**src/rtl/vga_timing_if.sv**
```systemverilog
// vga_timing_if: raster-control and DAC-pin bundle between vga_timing and its
// neighbours (pixel reader upstream of pixel, DAC downstream of rgb/syncs).
interface vga_timing_if;
  logic        newline;
  logic [7:0]  line;
  logic        advance;
  logic [11:0] pixel;
  logic [3:0]  red;
  logic [3:0]  green;
  logic [3:0]  blue;
  logic        hsync;
  logic        vsync;

  // Timing generator side
  modport master (
    output newline, line, advance, red, green, blue, hsync, vsync,
    input  pixel
  );

  // Reader / DAC side
  modport slave (
    input  newline, line, advance, red, green, blue, hsync, vsync,
    output pixel
  );
endinterface

```
**src/rtl/vga_timing.sv**
```systemverilog
// vga_timing: VGA raster timing generator (default 640x480@60, 25 MHz pixel clock).
// Drives newline/line/advance for the pixel reader, then blanks the returned
// pixel and registers it with active-low hsync/vsync for the DAC pins.
// Optional build macro: VGA_BORDER_EN forces 12'hF00 on the outermost active
// rows/columns; left undefined, active pixels pass straight through.
module vga_timing #(
  parameter int unsigned H_ACTIVE = 640,
  parameter int unsigned H_FP     = 16,
  parameter int unsigned H_SYNC   = 96,
  parameter int unsigned H_BP     = 48,
  parameter int unsigned V_ACTIVE = 480,
  parameter int unsigned V_FP     = 10,
  parameter int unsigned V_SYNC   = 2,
  parameter int unsigned V_BP     = 33,
  parameter int unsigned PREFETCH = 4
) (
  input  logic         clk,
  input  logic         reset,
  vga_timing_if.master bus
);

  localparam logic [9:0] H_ACT   = 10'(H_ACTIVE);
  localparam logic [9:0] H_LAST  = 10'(H_ACTIVE + H_FP + H_SYNC + H_BP - 1);
  localparam logic [9:0] H_NL    = 10'(H_ACTIVE + H_FP + H_SYNC + H_BP - PREFETCH);
  localparam logic [9:0] HS_BEG  = 10'(H_ACTIVE + H_FP);
  localparam logic [9:0] HS_END  = 10'(H_ACTIVE + H_FP + H_SYNC - 1);
  localparam logic [9:0] V_ACT   = 10'(V_ACTIVE);
  localparam logic [9:0] V_LAST  = 10'(V_ACTIVE + V_FP + V_SYNC + V_BP - 1);
  localparam logic [9:0] VS_BEG  = 10'(V_ACTIVE + V_FP);
  localparam logic [9:0] VS_END  = 10'(V_ACTIVE + V_FP + V_SYNC - 1);

  logic [9:0]  hcount_q, hcount_d;
  logic [9:0]  vcount_q, vcount_d;
  logic [11:0] rgb_q, rgb_d;
  logic        hsync_q, hsync_d;
  logic        vsync_q, vsync_d;

  logic        active;
  logic [9:0]  nv;
  logic        newline;
  logic [7:0]  line;
  logic        hs_raw;
  logic        vs_raw;

  // Next raster position: hcount wraps each line, vcount steps on that wrap
  always_comb begin
    hcount_d = (hcount_q == H_LAST) ? '0 : hcount_q + 10'd1;
    vcount_d = vcount_q;
    if (hcount_q == H_LAST) begin
      vcount_d = (vcount_q == V_LAST) ? '0 : vcount_q + 10'd1;
    end
  end

  // Reader controls and raw syncs, all decoded from the current counters
  always_comb begin
    active  = (hcount_q < H_ACT) && (vcount_q < V_ACT);
    nv      = (vcount_q == V_LAST) ? '0 : vcount_q + 10'd1;
    newline = (hcount_q == H_NL) && (nv < V_ACT);
    line    = newline ? nv[8:1] : '0;
    hs_raw  = !((hcount_q >= HS_BEG) && (hcount_q <= HS_END));
    vs_raw  = !((vcount_q >= VS_BEG) && (vcount_q <= VS_END));
  end

  // Output stage inputs: blanked (optionally bordered) pixel plus syncs
  always_comb begin
    rgb_d   = '0;
    hsync_d = hs_raw;
    vsync_d = vs_raw;
    if (active) begin
`ifdef VGA_BORDER_EN
      if ((hcount_q == '0) || (hcount_q == H_ACT - 10'd1) ||
          (vcount_q == '0) || (vcount_q == V_ACT - 10'd1)) begin
        rgb_d = 12'hF00;
      end else begin
        rgb_d = bus.pixel;
      end
`else
      rgb_d = bus.pixel;
`endif
    end
  end

  // Counter and pin registers; reset parks at (0,0) with syncs deasserted
  always_ff @(posedge clk or posedge reset) begin
    if (reset) begin
      hcount_q <= '0;
      vcount_q <= '0;
      rgb_q    <= '0;
      hsync_q  <= 1'b1;
      vsync_q  <= 1'b1;
    end else begin
      hcount_q <= hcount_d;
      vcount_q <= vcount_d;
      rgb_q    <= rgb_d;
      hsync_q  <= hsync_d;
      vsync_q  <= vsync_d;
    end
  end

  // Counters idle at (0,0) during reset, which decodes as active; advance is
  // gated so the reader is not clocked while reset is held.
  assign bus.advance = active & ~reset;
  assign bus.newline = newline;
  assign bus.line    = line;
  assign bus.red     = rgb_q[11:8];
  assign bus.green   = rgb_q[7:4];
  assign bus.blue    = rgb_q[3:0];
  assign bus.hsync   = hsync_q;
  assign bus.vsync   = vsync_q;

endmodule

```
**src/flat_wrapper.sv**
```systemverilog
// flat-port wrapper written by rule: the top's interface ports become plain ports
module vga_timing_flat 
#(
  parameter int unsigned H_ACTIVE = 640,
  parameter int unsigned H_FP     = 16,
  parameter int unsigned H_SYNC   = 96,
  parameter int unsigned H_BP     = 48,
  parameter int unsigned V_ACTIVE = 480,
  parameter int unsigned V_FP     = 10,
  parameter int unsigned V_SYNC   = 2,
  parameter int unsigned V_BP     = 33,
  parameter int unsigned PREFETCH = 4
)
  (clk, reset, bus_newline, bus_line, bus_advance, bus_red, bus_green, bus_blue, bus_hsync, bus_vsync, bus_pixel);
  vga_timing_if bus_i ();
  input  logic clk;
  input  logic reset;
  output wire logic [$bits(bus_i.newline)-1:0] bus_newline;
  output wire logic [$bits(bus_i.line)-1:0] bus_line;
  output wire logic [$bits(bus_i.advance)-1:0] bus_advance;
  output wire logic [$bits(bus_i.red)-1:0] bus_red;
  output wire logic [$bits(bus_i.green)-1:0] bus_green;
  output wire logic [$bits(bus_i.blue)-1:0] bus_blue;
  output wire logic [$bits(bus_i.hsync)-1:0] bus_hsync;
  output wire logic [$bits(bus_i.vsync)-1:0] bus_vsync;
  input wire logic [$bits(bus_i.pixel)-1:0] bus_pixel;
  assign bus_newline = bus_i.newline;
  assign bus_line = bus_i.line;
  assign bus_advance = bus_i.advance;
  assign bus_red = bus_i.red;
  assign bus_green = bus_i.green;
  assign bus_blue = bus_i.blue;
  assign bus_hsync = bus_i.hsync;
  assign bus_vsync = bus_i.vsync;
  assign bus_i.pixel = bus_pixel;
  vga_timing #(.H_ACTIVE(H_ACTIVE), .H_FP(H_FP), .H_SYNC(H_SYNC), .H_BP(H_BP), .V_ACTIVE(V_ACTIVE), .V_FP(V_FP), .V_SYNC(V_SYNC), .V_BP(V_BP), .PREFETCH(PREFETCH)) u_core (.clk(clk), .reset(reset), .bus(bus_i));
endmodule
```
**config.mk**
```make
export PLATFORM = sky130hd
export DESIGN_NAME = vga_timing_flat
export DESIGN_NICKNAME = d
export VERILOG_FILES = /design/src/rtl/vga_timing_if.sv /design/src/rtl/vga_timing.sv /design/src/flat_wrapper.sv
export SDC_FILE = /design/constraint.sdc
export NUM_CORES = 1
export LEC_CHECK = 0
export CORE_MARGIN = 2
export CORE_UTILIZATION = 35
export DETAILED_ROUTE_END_ITERATION = 12
export PLACE_DENSITY = 0.59
export SYNTH_ARGS = -nofsm -noshare
export SYNTH_HDL_FRONTEND = slang
export SYNTH_SLANG_ARGS = --single-unit
export TNS_END_PERCENT = 5
```
**constraint.sdc**
```tcl
create_clock -name clk -period 2.2 [get_ports clk]
set_input_delay 0.44 -clock clk [delete_from_list [all_inputs] [get_ports clk]]
set_output_delay 0.44 -clock clk [all_outputs]
set_load 0.01 [all_outputs]
```
# Word level (Yosys, flattened, before mapping)

Index checks and enable logic that the tools add are counted.

Bits in registers: 34
Output and inout port bits: 24

Bitwise operators: 2
Reductions and logical operators: 6
Order comparisons: 7
Equal/unequal tests: 3
Add/subtract/negate cells: 2
Muxes and demuxes: 4

Operators by type and width:

| kind                                                               | number |
|---|---|
| equality test 10 bit, second input constant                        | 3 |
| adder 10 x 1 -> 10 bit, second input constant                      | 2 |
| less-than comparator 10 x 9 -> 1 bit, second input constant        | 2 |
| two-way mux 10 bit                                                 | 2 |
| two-way mux 12 bit                                                 | 1 |
| greater-or-equal comparator 10 bit, second input constant          | 1 |
| greater-or-equal comparator 10 x 9 -> 1 bit, second input constant | 1 |
| <= comparator 10 bit, second input constant                        | 1 |
| <= comparator 10 x 9 -> 1 bit, second input constant               | 1 |
| less-than comparator 10 bit, second input constant                 | 1 |
| two-way mux 8 bit                                                  | 1 |
| logical AND 1 bit                                                  | 4 |
| logical NOT 1 bit                                                  | 2 |
| bitwise AND 1 bit                                                  | 1 |
| inverter 1 bit                                                     | 1 |

# Logic depth before layout (Yosys ltp)

Depth after elaboration: 5
Mapped depth: 6
Mapped depth without buffers: 6

# Least setup slack after synthesis

OpenSTA, ideal clock, no wires.

Path kind: register to output
From: register u_core.vcount_q[1]
To: output port bus_line[6]
Path slack: -0.238 ns
Required time: 1.760 ns
Arrival: 1.998 ns
Cell stages (with the launch flop): 6
Cell sequence: dfrtp_1 ha_1 nand3_4 nor4_4 xor2_2 a2111oi_0

Word-level cells in the longest chain between the ends: 5

RTL lines:

| element                                                               | RTL line           | text |
|---|---|---|
| start, declared                                                       | vga_timing.sv:33   | `logic [9:0] vcount_q, vcount_d;` |
| start signal, assigned                                                | vga_timing.sv:93   | `vcount_q <= vcount_d;` |
| adder 10 x 1 -> 10 bit / equality test 10 bit (equally long branches) | vga_timing.sv:57   | `nv = (vcount_q == V_LAST) ? '0 : vcount_q + 10'd1;` |
| two-way mux 10 bit *                                                  | vga_timing.sv:57   |  |
| less-than comparator 10 x 9 -> 1 bit                                  | vga_timing.sv:58   | `newline = (hcount_q == H_NL) && (nv < V_ACT);` |
| logical AND 1 bit                                                     | vga_timing.sv:58   |  |
| two-way mux 8 bit *                                                   | vga_timing.sv:59   | `line = newline ? nv[8:1] : '0;` |
| end, declared                                                         | flat_wrapper.sv:19 | `output wire logic [$bits(bus_i.line)-1:0] bus_line;` |

Mark *: on every way between the ends. The rest lies on a longest branch, timed or not.

# Final worst setup path

From: register u_core.vcount_q[5]
To: output port bus_line[2]

Same word-level chain as after synthesis.

==> flow_summary.ini <==
[setup_path]
worst-path-buf-inv = 3
cpMostUsedCell = buf_6
r2r_start = u_core.hcount_q[0]
crit_chain = buf_6, or4_4, a31oi_4, buf_6, a2111oi_4, buf_2
slowest_delay_ns = 0.50
start_kind = flip-flop
arrival_ns = 2.10
crit_type = reg -> out
crit_path_top_delay_cell = or4_4
critPathMaxFanout = 6
end_kind = primary output
cp.required_ns = 1.76
cp-startpoint = u_core.vcount_q[5]
critical_path.top_delay_family = simple AND/OR/NAND/NOR gates

[cells_and_area]
fillers = 446
final_common_cell = buf_4
final_layout_size_suffix_gt1_share_pct = 46.2
syn_to_final_growth_pct = 71.5
nNetsFinal = 310
layout.cells.non_filler = 362
antenna-diode-count = 0
final_core_util_pct = 62.1
final_cell_mix = buf_4 (68), clkdlybuf4s50_1 (27), dfrtp_1 (25)

[run_status]
status = finished, violations left
violations = negative setup slack

[sta]
min_period_over_period_pct = 116
fmax_mhz = 393
worst_hold_slack_ns = 0.483
maxSlewHeadroom_pct = 61.5
layout_setup_ws_ns = -0.345
finClkSkew_ns = 0.00336
finalMaxSlewViolations = 0
post-route-min-period_ns = 2.54
final_hold_viol_count = 0
worst_pin_slew_ns = 0.575
setup_viol = 9
rsz0062_at_grt = yes

[routing]
ant_nets = 0
drt_wl_total_um = 4890
wl_per_cell_um = 13.5
vias = 1696
drt_drc_violations_left = 0
drt_first_pass_iters = 4
drt_iter0_drc = 37
via_per_inst = 4.69

[synth]
synthesis.area_um2 = 1840
seq_area_frac_synth_pct = 46.5
syn_nets = 194
ys_async_sr_fraction_pct = 100
syn_inst = 175
synth_edf_count = 0
ys_ff_latch = 34
synth_warnings = 0
ys_types = 44
postSynthAreaPerCell_um2 = 10.5
synth_flop_cell = dfrtp_1

[clock_network]
tritoncts = built
clk_latency_ns = 0.29
numCtsBuffers = 5
htreeDepth = 2
cts_root_buffer = clkbuf_8
clkSinkCount = 34
clock_path_buffers = 2
path_clk_slew_ns = 0.08

[pwr]
ir_worst_vdd_uv = 323
p_per_area_nw_per_um2 = 412
p_leak_nw = 1.37

[floorplanning]
core_um2 = 5070
die_h_um = 76.4
io_pins = 38
die_w_um = 76.4
die_area_um2 = 5840
rows = 26
initial_core_util_pct = 36.2

[placed_design]
dp_cells = 325
dp_slack_ns = -0.492
gp_congestion = 0.807
dp_hpwl_um = 3260
io_buffers = 37

[job]
cap_violations = 0

[global_route]
grt_max_degree = 25
grt_overflow = 0
grt_use_total_pct = 17.9
antenna_found_initial = 0
grt_pass1_wl_um = 8220
grt_pass1_vias = 1728

[min_path]
hold_class = in -> async
==> report_power, final <==
group / switching (mW) / internal, mW / leakage [nW] / total [mW]
registers: 0.00253 / 0.636 / 0.414 / 0.638
clock network: 0.247 / 0.337 / 0.0504 / 0.584
logic: 0.0286 / 0.0483 / 0.910 / 0.0769
==> final timing paths <==
| check | endpoint | slack, ns | cells past startpoint |
|---|---|---|---|
| min in group clk | u_core.hcount_q[0] | 0.53 | 2 |
| worst max register to register | u_core.vcount_q[9] | 0.40 | 6 |
| worst min-delay path | u_core.rgb_q[2] | 0.48 | 2 |
| worst min register to register | u_core.hcount_q[0] | 0.53 | 2 |
| worst max-delay path | bus_line[2] | -0.34 | 6 |
| max in group asynchronous | u_core.bus.vsync | 1.16 | 3 |
==> logic make-up after synthesis <==
group / Yosys count / synth area share, %
and+or+nand+nor: 78 / 25.9
DFF: 34 / 46.5
AOI/OAI and AO/OA: 24 / 11.3
xor gates and xnor gates: 18 / 8.99
buffers and inverters: 15 / 3.34
adders and majority gates: 5 / 3.41
muxes: 1 / 0.613
==> cell type report <==
| class | count | area, µm² | area share, % |
|---|---|---|---|
| tap | 70 | 87.6 | 2.78 |
| timing repair buffer | 115 | 965 | 30.6 |
| sequential | 34 | 862 | 27.4 |
| clock buffer | 5 | 68.8 | 2.18 |
| clock inverter | 3 | 45.0 | 1.43 |
| inverter | 9 | 33.8 | 1.07 |
| multi-input combinational | 126 | 1090 | 34.6 |
==> per-layer routing <==
layer / wire (µm) / vias up / GRT usage, %
met5: 0 / - / 0
met4: 155 / 0 / 8.55
met3: 180 / 12 / 4.15
met2: 2530 / 40 / 31.5
met1: 2030 / 806 / 20.5
li1: - / 838 / -
==> synth_stat cells (2+ instances only) <==
cell type,n,area (µm²)
dfrtp_1,32,801
nand2_1,15,56.3
and2_1,14,87.6
nor2_1,13,48.8
xnor2_1,11,96.3
inv_1,9,33.8
a2111oi_0,7,61.3
nand3_1,7,35.0
nand4_1,6,37.5
xor2_1,6,52.6
ha_1,5,62.6
nor3_1,5,25.0
o21ai_0,5,25.0
buf_2,3,15.0
and3_1,2,12.5
clkbuf_1,2,7.51
dfstp_2,2,52.6
nand3_4,2,35.0
nor2b_1,2,12.5
o21bai_1,2,15.0
or4_4,2,22.5
==> per-stage QoR <==
stage	power [mW]	setup TNS, ns	area [µm²]
after floorplan	0.674	-0.635	1860
after global placement	0.729	-3.57	2670
after detailed placement	0.730	-4.06	2670
after CTS	1.32	-2.57	3090
after global routing	1.36	-3.58	3150
final	1.30	-2.86	3150
==> repair_timing <==
action	4_1_cts	5_1_grt
hold buffers	0	0
endpoints found under the setup margin	10	9
resized for setup	81	3
pin swaps	17	5
setup buffers	26	4
==> flip-flops by register name (all words and copies together), names as in the netlist <==
register / count
u_core.bus.hsync: 1
u_core.rgb_q: 12
u_core.bus.vsync: 1
u_core.hcount_q: 10
u_core.vcount_q: 10
==> worst reg2reg max path: stages, from the launching register on <==
cell and delay [ns]:
dfrtp_1 0.35, buf_4 0.12, ha_1 0.20, nand4_1 0.20, nor3_2 0.28, buf_4 0.22, mux2_1 0.32
Note: power is estimated with default switching activity, not from simulation.
